===== src/rtl/grant_decoder_if.sv =====
// grant_decoder_if: request/release inputs and registered grant outputs of the grant decoder.
interface grant_decoder_if #(
    parameter int WIDTH = 64
);
    localparam int IDX_W = WIDTH > 2 ? $clog2(WIDTH) : 1;
    logic [IDX_W-1:0] encode;
    logic             valid;
    logic [WIDTH-1:0] done;
    logic             flush;
    logic [WIDTH-1:0] grant;
    logic [IDX_W-1:0] owner;
    logic             accept;
    logic             busy;
    logic             err;
    modport master (
        output encode, valid, done, flush,
        input  grant, owner, accept, busy, err
    );
    modport slave (
        input  encode, valid, done, flush,
        output grant, owner, accept, busy, err
    );
endinterface


===== src/rtl/grant_decoder.sv =====
// grant_decoder: expands a winning index into a held one-hot grant with timeout and a dead cycle.
module grant_decoder #(
    parameter int WIDTH   = 64,
    parameter int TIMEOUT = 0
) (
    input logic            clk,
    input logic            rst_n,
    grant_decoder_if.slave bus
);
    localparam int IDX_W = WIDTH > 2 ? $clog2(WIDTH) : 1;
    localparam int CNT_W = TIMEOUT > 0 ? $clog2(TIMEOUT + 1) : 1;
    localparam logic [IDX_W:0]   LIMIT   = (IDX_W + 1)'(WIDTH);
    localparam logic [CNT_W-1:0] LAST    = CNT_W'(TIMEOUT > 0 ? TIMEOUT - 1 : 0);
    localparam logic [CNT_W-1:0] CNT_MAX = '1;

    typedef enum logic [1:0] {IDLE, GRANT, HOLDOFF} state_t;

    state_t           state, state_n;
    logic [WIDTH-1:0] grant_n;
    logic [IDX_W-1:0] owner_n;
    logic             accept_n, busy_n, err_n;
    logic [CNT_W-1:0] cnt, cnt_n;
    logic             in_range, released, timed_out;

    always_comb begin
        in_range  = {1'b0, bus.encode} < LIMIT;
        released  = bus.done[bus.owner] | bus.flush;
        timed_out = TIMEOUT > 0 && cnt == LAST;
        state_n   = state;
        grant_n   = bus.grant;
        owner_n   = bus.owner;
        accept_n  = 1'b0;
        busy_n    = bus.busy;
        err_n     = 1'b0;
        cnt_n     = cnt;
        case (state)
            IDLE: begin
                if (!bus.flush && bus.valid) begin
                    if (in_range) begin
                        grant_n  = {{(WIDTH-1){1'b0}}, 1'b1} << bus.encode;
                        owner_n  = bus.encode;
                        accept_n = 1'b1;
                        busy_n   = 1'b1;
                        cnt_n    = '0;
                        state_n  = GRANT;
                    end else begin
                        err_n = 1'b1;
                    end
                end
            end
            GRANT: begin
                // an explicit release on the last allowed cycle beats the timeout
                if (released) begin
                    grant_n = '0;
                    state_n = HOLDOFF;
                end else if (timed_out) begin
                    grant_n = '0;
                    err_n   = 1'b1;
                    state_n = HOLDOFF;
                end else if (TIMEOUT > 0 && cnt != CNT_MAX) begin
                    cnt_n = cnt + 1'b1;
                end
            end
            HOLDOFF: begin
                busy_n  = 1'b0;
                state_n = IDLE;
            end
            default: state_n = IDLE;
        endcase
    end

    always_ff @(posedge clk or negedge rst_n) begin
        if (!rst_n) begin
            state      <= IDLE;
            bus.grant  <= '0;
            bus.owner  <= '0;
            bus.accept <= 1'b0;
            bus.busy   <= 1'b0;
            bus.err    <= 1'b0;
            cnt        <= '0;
        end else begin
            state      <= state_n;
            bus.grant  <= grant_n;
            bus.owner  <= owner_n;
            bus.accept <= accept_n;
            bus.busy   <= busy_n;
            bus.err    <= err_n;
            cnt        <= cnt_n;
        end
    end
endmodule


===== src/flat_wrapper.sv =====
// flat-port wrapper written by rule: the top's interface ports become plain ports
module grant_decoder_flat 
#(
    parameter int WIDTH   = 64,
    parameter int TIMEOUT = 0
)
  (clk, rst_n, bus_encode, bus_valid, bus_done, bus_flush, bus_grant, bus_owner, bus_accept, bus_busy, bus_err);
  grant_decoder_if #(.WIDTH(WIDTH)) bus_i ();
  input logic clk;
  input logic rst_n;
  input wire logic [$bits(bus_i.encode)-1:0] bus_encode;
  input wire logic [$bits(bus_i.valid)-1:0] bus_valid;
  input wire logic [$bits(bus_i.done)-1:0] bus_done;
  input wire logic [$bits(bus_i.flush)-1:0] bus_flush;
  output wire logic [$bits(bus_i.grant)-1:0] bus_grant;
  output wire logic [$bits(bus_i.owner)-1:0] bus_owner;
  output wire logic [$bits(bus_i.accept)-1:0] bus_accept;
  output wire logic [$bits(bus_i.busy)-1:0] bus_busy;
  output wire logic [$bits(bus_i.err)-1:0] bus_err;
  assign bus_i.encode = bus_encode;
  assign bus_i.valid = bus_valid;
  assign bus_i.done = bus_done;
  assign bus_i.flush = bus_flush;
  assign bus_grant = bus_i.grant;
  assign bus_owner = bus_i.owner;
  assign bus_accept = bus_i.accept;
  assign bus_busy = bus_i.busy;
  assign bus_err = bus_i.err;
  grant_decoder #(.WIDTH(WIDTH), .TIMEOUT(TIMEOUT)) u_core (.clk(clk), .rst_n(rst_n), .bus(bus_i));
endmodule

===== config.mk =====
export PLATFORM = sky130hd
export DESIGN_NAME = grant_decoder_flat
export DESIGN_NICKNAME = d
export VERILOG_FILES = /design/src/rtl/grant_decoder_if.sv /design/src/rtl/grant_decoder.sv /design/src/flat_wrapper.sv
export SDC_FILE = /design/constraint.sdc
export NUM_CORES = 1
export LEC_CHECK = 0
export CELL_PAD_IN_SITES_DETAIL_PLACEMENT = 1
export CELL_PAD_IN_SITES_GLOBAL_PLACEMENT = 1
export CORE_MARGIN = 5
export CORE_UTILIZATION = 35
export DETAILED_ROUTE_END_ITERATION = 16
export PLACE_DENSITY = 0.93
export SLEW_MARGIN = 20
export SYNTH_ARGS = -nofsm -noshare
export SYNTH_HDL_FRONTEND = slang
export SYNTH_SLANG_ARGS = --single-unit

===== constraint.sdc =====
create_clock -name clk -period 4.9 [get_ports clk]
set_clock_uncertainty 0.2 [all_clocks]
set_input_delay 1.47 -clock clk [delete_from_list [all_inputs] [get_ports clk]]
set_output_delay 1.47 -clock clk [all_outputs]
set_load 0.05 [all_outputs]

==> summary.md <==
| Metric | Value |
|---|---|
| Status | complete, no violations |
| Max Root-Sink Buffers | 2 |
| # port buffers | between 100 and 150 |
| Fmax achieved | around 260 MHz |
| IO Count | roughly 150 |
| Area Overhead vs Synth | 40.99% |
| Least-Margin Pin Slew | roughly 1.1 ns |
| Setup TNS | 0 ns |
| Max VDD drop | between 0.15 and 0.2 mV |
| Overall Global Routing Usage | 23.49% |
| Final Routed Wirelength | 17630 um |
| Crit share post-route | 77.85% |
| Leakage | approximately 2.5 nW |
| Hold slack | around 0.31 ns |
| Most frequent cells in the layout | 144 x clkdlybuf4s50_1, 74 x dfrtp_1, 70 x nor2_1, 60 x a21oi_1, 36 x a31oi_1 |
| Number of synthesized flops with an enable pin | 0 |
| Pwr Density | around 420 mW/mm^2 |
| Layout cell share with drive strength beyond 1 | a little under a tenth |
| Gr ovfl total | 0 |
| Initial DRC count | 375 |
| WP buf/inv | 2 |
| Critical path depth | 7 |
| Pin count of the biggest net entering global routing | 51 |
| Share of the synthesized area in the top cell type | 41.21% |
| Post-Syn Nets | 578 |
| DRC Markers | 0 |
| Synth area leader | dfrtp_1 |
| Seq/Total Area, Yosys | 41.21% |
| Top post-synthesis cells by area | dfrtp_1 41%, a21oi_1 6.9%, mux4_2 6.0% |
| Final Hold Fails | 0 |
| Slowest-stage cell, CP | a2111o_2 |
| First-pass GRT wire length | roughly 28000 um |
| Number of global-route vias before repair | between 4000 and 5000 |
| Via count | about 4600 |
| Die W | roughly 120 um |
| Complex-gate fraction of the synthesized area | around 18% |
| Kind of critical path | in -> reg |
| Hold Path Depth | 1 |
| Multiplexer fraction of the synthesized cell area | 11.03% |
| #FFs+latches synth | between 70 and 80 |
| TritonCTS clock tree | built |
| DRT antenna net count | 0 |
| CP max stage delay | around 0.61 ns |
| Required @ worst endpoint | just under 5 ns |
| Initial antenna violation count | 0 |
| Flop-to-flop setup slack | between 1.5 and 2 ns |
| CORE AREA | roughly 0.013 mm^2 |
| PostCTS Resize Cnt | 0 |
| FILL cells | between 1000 and 1500 |
| Unrepaired setup endpoints after global routing | false |
| Main combinational cell family by area after synthesis | simple AND/OR/NAND/NOR gates |
| Cells after synthesis | 504 |
| DIE AREA | between 0.015 and 0.02 mm^2 |
| Die H | approximately 120 um |
| Final nets | roughly 700 |
| Initial Util | between 30% and 40% |
| Synth Warn # | 0 |
| Clock-pin slew on the worst setup and hold paths | approximately 0.06 ns |
| Root Driver | clkbuf_16 |
| Main synth FF type | dfrtp_1 |
| Slew Limit Headroom | 29.26% |
| ANT cells | 0 |
| Crit path time final | 3.815 ns |
| Postcts setup bufs | 0 |
| Post-DP HPWL | ~13000 um |
| Leading cell type in the layout, fill and taps excluded | clkdlybuf4s50_1 |
| Worst Path Arrival | 3.81 ns |
| H-tree depth | 3 |
| Clock Latency Late Sink | 0.33 ns |
| Async SR Flop Fraction | 100.0% |
| Count of cell types in the netlist | 36 |
| CP top delay family | compound AO/OA/AOI/OAI gates |
| Reg2reg path depth | 6 |
| Mapped cell area | 0.004493 mm^2 |
| Crit path from | bus_done[3] |
| CP endpoint | u_core.bus.grant[60]$_DFFE_PN0P_ |
| CP startpoint kind | primary input |
| CP Cell Sequence | clkdlybuf4s50_1 > mux2i_1 > mux4_2 > a32oi_1 > a2111o_2 > buf_4 > a31oi_1 |
| Crit Path Max Fanout | 37 |
| Max-capacitance violation count | 0 |
| CTS hold repair buffers | 0 |
| Placer congestion estimate | slightly above 0.8 |
| DRT Pass-1 Iters | 4 |
| Final Core Density | 50.20% |
| Min-delay worst type | reg -> reg |
| Clk sinks | 74 |
| Via/cell ratio | roughly 5.8 |
| Reg2Reg Launch Point | u_core.bus.owner[0]$_DFFE_PN0P_ |
| FP Rows | 41 |
| Post-Synth XOR/XNOR Area | 0% |
| Mapped Avg Cell Area | slightly below 9 um^2 |
| Post-Synth Simple-Gate Area | 22.72% |
| Slew Limit Fails | 0 |
| Worst r2r dst | u_core.bus.grant[60]$_DFFE_PN0P_ |
| Adder-cell share of the synthesized area | 0% |
| Worst setup EP type | flip-flop |
| Drt wl/cell | between 20 and 25 um |
| Total CTS buffers | 9 |
| # setup viols final | 0 |
==> area by class of cell <==
cell class	instances	area [um^2]	share of cell area, %
inverters	3	11.26	0.1778
repair buffers	162	1577	24.89
flip-flops and latches	74	1852	29.23
multi-input cells	372	2379	37.55
clock buffers	9	225.2	3.555
well taps	172	215.2	3.397
clock inverters	7	76.32	1.205
==> sequential cells by signal, indices dropped and copies added (netlist names) <==
name and flops:
u_core.bus.owner 6, u_core.bus.accept 1, u_core.bus.busy 1, u_core.state 2, u_core.bus.grant 64
==> worst min path at each step <==
stage,startpoint,to,slack [ns]
2_1_floorplan,u_core.state[0]$_DFFE_PN0P_,u_core.bus.busy$_DFFE_PN0P_,0.38
3_3_place_gp,u_core.bus.busy$_DFFE_PN0P_,u_core.bus.busy$_DFFE_PN0P_,0.26
3_5_place_dp,u_core.bus.busy$_DFFE_PN0P_,u_core.bus.busy$_DFFE_PN0P_,0.30
4_1_cts,u_core.bus.busy$_DFFE_PN0P_,u_core.bus.busy$_DFFE_PN0P_,0.31
5_1_grt,u_core.bus.busy$_DFFE_PN0P_,u_core.bus.busy$_DFFE_PN0P_,0.33
6_report,u_core.bus.busy$_DFFE_PN0P_,u_core.bus.busy$_DFFE_PN0P_,0.31
==> cells in the mapped netlist, types with 10 or more instances <==
cell      instances
nand4_1          28
mux4_2           12
a21oi_1          62
nand3b_1         10
buf_4            12
nor2b_1          35
mux2i_1          18
dfrtp_1          74
a211oi_1         28
clkbuf_1         29
nand2_1          35
nor2_1           70
buf_2            11
a31oi_1          36
==> kinds of logic after synthesis <==
logic type      after synthesis
simple gates                200
compound gates              137
flops                        74
buf+inv                      58
mux                          34
other cells                   1
==> routing by layer <==
metal	routed length [um]	global-route usage (%)
met3	971	4.666
met1	6803	27.30
met2	9148	42.13
met4	703	9.619
met5	0	0
==> worst reg2reg max path: stages, from the launching register on <==
cell	delay, ns
dfrtp_1	0.73
mux2i_1	0.16
mux4_2	0.50
a32oi_1	0.21
a2111o_2	0.61
buf_4	0.35
a31oi_1	0.10
==> through the flow <==
step,worst slack (ns),power [mW],std cells,cell area [um^2]
floorplan,1.625,1.610,504,4493
global placement,0.8527,1.887,783,6031
detailed placement,0.7767,1.965,783,6031
CTS,1.109,2.639,799,6332
global route,0.9538,2.763,799,6335
finish,1.085,2.637,799,6335
==> power breakdown <==
| part | internal (mW) | switching [mW] | total [mW] |
|---|---|---|---|
| Combinational | 0.508 | 0.704 | 1.21 |
| Sequential | 0.661 | 0.0923 | 0.753 |
| Clock | 0.398 | 0.274 | 0.672 |
No activity file was read; power rests on OpenSTA's default activity.
==> edit: new RTL, config.mk and constraints unchanged <==
`WIDTH` is set to 64 in 3 places; all go to 128.
--- a/src/rtl/grant_decoder_if.sv
+++ b/src/rtl/grant_decoder_if.sv
@@ -2,3 +2,3 @@
 interface grant_decoder_if #(
-    parameter int WIDTH = 64
+    parameter int WIDTH = 128
 );
--- a/src/rtl/grant_decoder.sv
+++ b/src/rtl/grant_decoder.sv
@@ -2,3 +2,3 @@
 module grant_decoder #(
-    parameter int WIDTH   = 64,
+    parameter int WIDTH   = 128,
     parameter int TIMEOUT = 0
--- a/src/flat_wrapper.sv
+++ b/src/flat_wrapper.sv
@@ -3,3 +3,3 @@
 #(
-    parameter int WIDTH   = 64,
+    parameter int WIDTH   = 128,
     parameter int TIMEOUT = 0
Interface: changed (resized bus_done, bus_encode, bus_grant and bus_owner); port bits go from 147 to 277. No check against the original RTL was run, so the function may have changed too.
==> edit against the unedited design <==
Wire length is 87% higher. Total power is 78% higher. Setup slack worse by 0.19 ns. Sequential cell count is 65 higher. Clock power is 92% higher. Cell area is 80% higher. Critical path depth is 6 lower. Area after synthesis is 75% higher.
==> edit: results (changes against the unedited design) <==
* Status: complete, no violations
* Final WL at 33000 um (+87%)
* Nets at 1244 (+79%)
* Largest cells by area after synthesis: dfrtp_1, nand3b_1, mux4_2
* Hold EP: u_core.bus.busy
* Sequential area share after synthesis at 44.1% (+2.9 points)
* Resized Gates After CTS at 0 (unchanged)
* Crit start category: flip-flop
* # port buffers at 275 (+90%)
* R2R Setup Slk at 1.46 ns (-0.44 ns)
* Max Used Layer: met5
* Synthesized area per cell at 8.98 um^2 (+0.68%)
* WL met2 at 16800 um (+83%)
* Via count of the first global-routing pass at 8719 (+75%)
* Placed cell count at 1371 (+75%)
* CP delay by family, top: flip-flops
* Fraction of layout cells with a size suffix above 1 at 7.79% (-1.3 points)
* Slowest CP cell: dfrtp_2
* Dominant synthesized flop cell: dfrtp_1
* Largest net degree at the start of global routing at 131 (+160%)
* P_leak at 4.25 nW (+69%)
* Synth unique cells at 41 (+14%)
* Worst-Skew Late Latency at 0.41 ns (+0.08 ns)
* Ys async rst share at 100% (unchanged)
* Drt pass-1 iters at 5 (+1)
* DP Wirelength at 22500 um (+78%)
* Initial DRC Count at 550 (+47%)
* CTS Buf Count at 17 (+8)
* Slowest stage delay, CP at 0.96 ns (+0.35 ns)
* Wire per inst at 23.5 um (+6.6%)
* Met1 wire length at 13000 um (+90%)
* Met3 routed wirelength at 2090 um (+120%)
* Hold Path Class: flip-flop to flip-flop
* RR Startpoint: u_core.bus.owner[0]
* HP Start: u_core.bus.busy
* Worst Reg2Reg Path Length in Cells at 7 (+1)
* Slew @ Worst Pin at 0.977 ns (-0.0817 ns)
* Int Pwr at 2.69 mW (+72%)
* Top flop regs: u_core.bus.grant x128, u_core.bus.owner x7, u_core.state x2
* H-Tree Level Count at 4 (+1)
* CP arrival at 2.34 ns (-1.47 ns)
* Longest Clk Path Bufs at 2 (unchanged)
* Layout fillers at 2552 (+74%)
* First-pass GRT wire length at 50900 um (+85%)
* Top-area cell type share of the netlist area at 44.1% (+2.9 points)
* Worst-path fanout max at 32 (-14%)
* Root buffer cell: clkbuf_16
* Syn nets at 1017 (+76%)
* Overall Global Routing Usage at 25.2% (+1.7 points)
* Hold Path Stages at 2 (+1)
* Reg2reg end: u_core.bus.grant[64]
* Via density at 5.70 (-0.95%)
* Top post-synthesis cells by count: dfrtp_1, nor2_1, nand3b_1
* Antenna violations before repair at 3 (+3)
* Postcts setup bufs at 0 (unchanged)
* Placer Congestion at 0.898 (+8.5%)
* Max VDD drop at 0.737 mV (+370%)
==> edit: cell count changes in the layout (fill, tap and decap cells not counted), moves of 18 or more <==
cell	delta
a21oi_1	+68
a211oi_1	-27
clkdlybuf4s50_1	+129
nand3b_1	+121
nor2b_1	-28
o21ai_0	+124
nand4_1	-28
dfrtp_1	+64
mux4_2	+18
nor2_1	+66
a31oi_1	-34
==> edit: power groups by stage <==
stage	clock (mW)	combinational [mW]	sequential [mW]
after floorplan	0	1.34	1.48
after global placement	0	2.06	1.38
after detailed placement	0	2.05	1.39
after CTS	1.31	2.07	1.36
after global routing	1.36	2.18	1.38
final	1.29	2.05	1.36
==> edit: cell families (layout without fill, tap and decap cells) <==
family,after synthesis,count (layout),share of synthesized area (%)
compound gates,284,284,18.9
other cells,1,4,0.0476
buf+inv,86,325,4.57
flops,139,139,44.1
mux,37,37,9.54
simple gates,331,331,22.8
==> edit: routing by layer <==
metal	vias to the layer above	track usage (%)
met5	-	1.52
met4	2	10.3
met3	66	5.83
met2	349	43.7
met1	4004	29.9
li1	3593	-
==> edit: worst max-delay path by stage <==
stage,depth (start not counted),endpoint,slack [ns]
2_1_floorplan,8,u_core.state[1],1.37
3_3_place_gp,7,u_core.bus.grant[39],0.74
3_5_place_dp,8,u_core.bus.grant[115],0.61
4_1_cts,1,bus_owner[0],0.83
5_1_grt,1,bus_owner[0],0.74
6_report,1,bus_owner[0],0.89
==> edit: layout make-up <==
type                       instances  share of cell area (%)
tap                              285                    3.13
clock buffer                      25                    4.34
antenna                            3                  0.0658
clock inverter                     6                   0.757
sequential                       139                    30.5
inverter                           5                   0.164
timing repair buffer             289                    25.5
multi-input combinational        653                    35.6
==> edit: stage by stage <==
stage / area [um^2] / worst slack, ns / hold slack, ns
CTS: 11400 / 0.828 / 0.324
global route: 11400 / 0.741 / 0.349
finish: 11400 / 0.893 / 0.308
global placement: 10800 / 0.743 / 0.300
detailed placement: 10800 / 0.608 / 0.312
floorplan: 7880 / 1.37 / 0.283
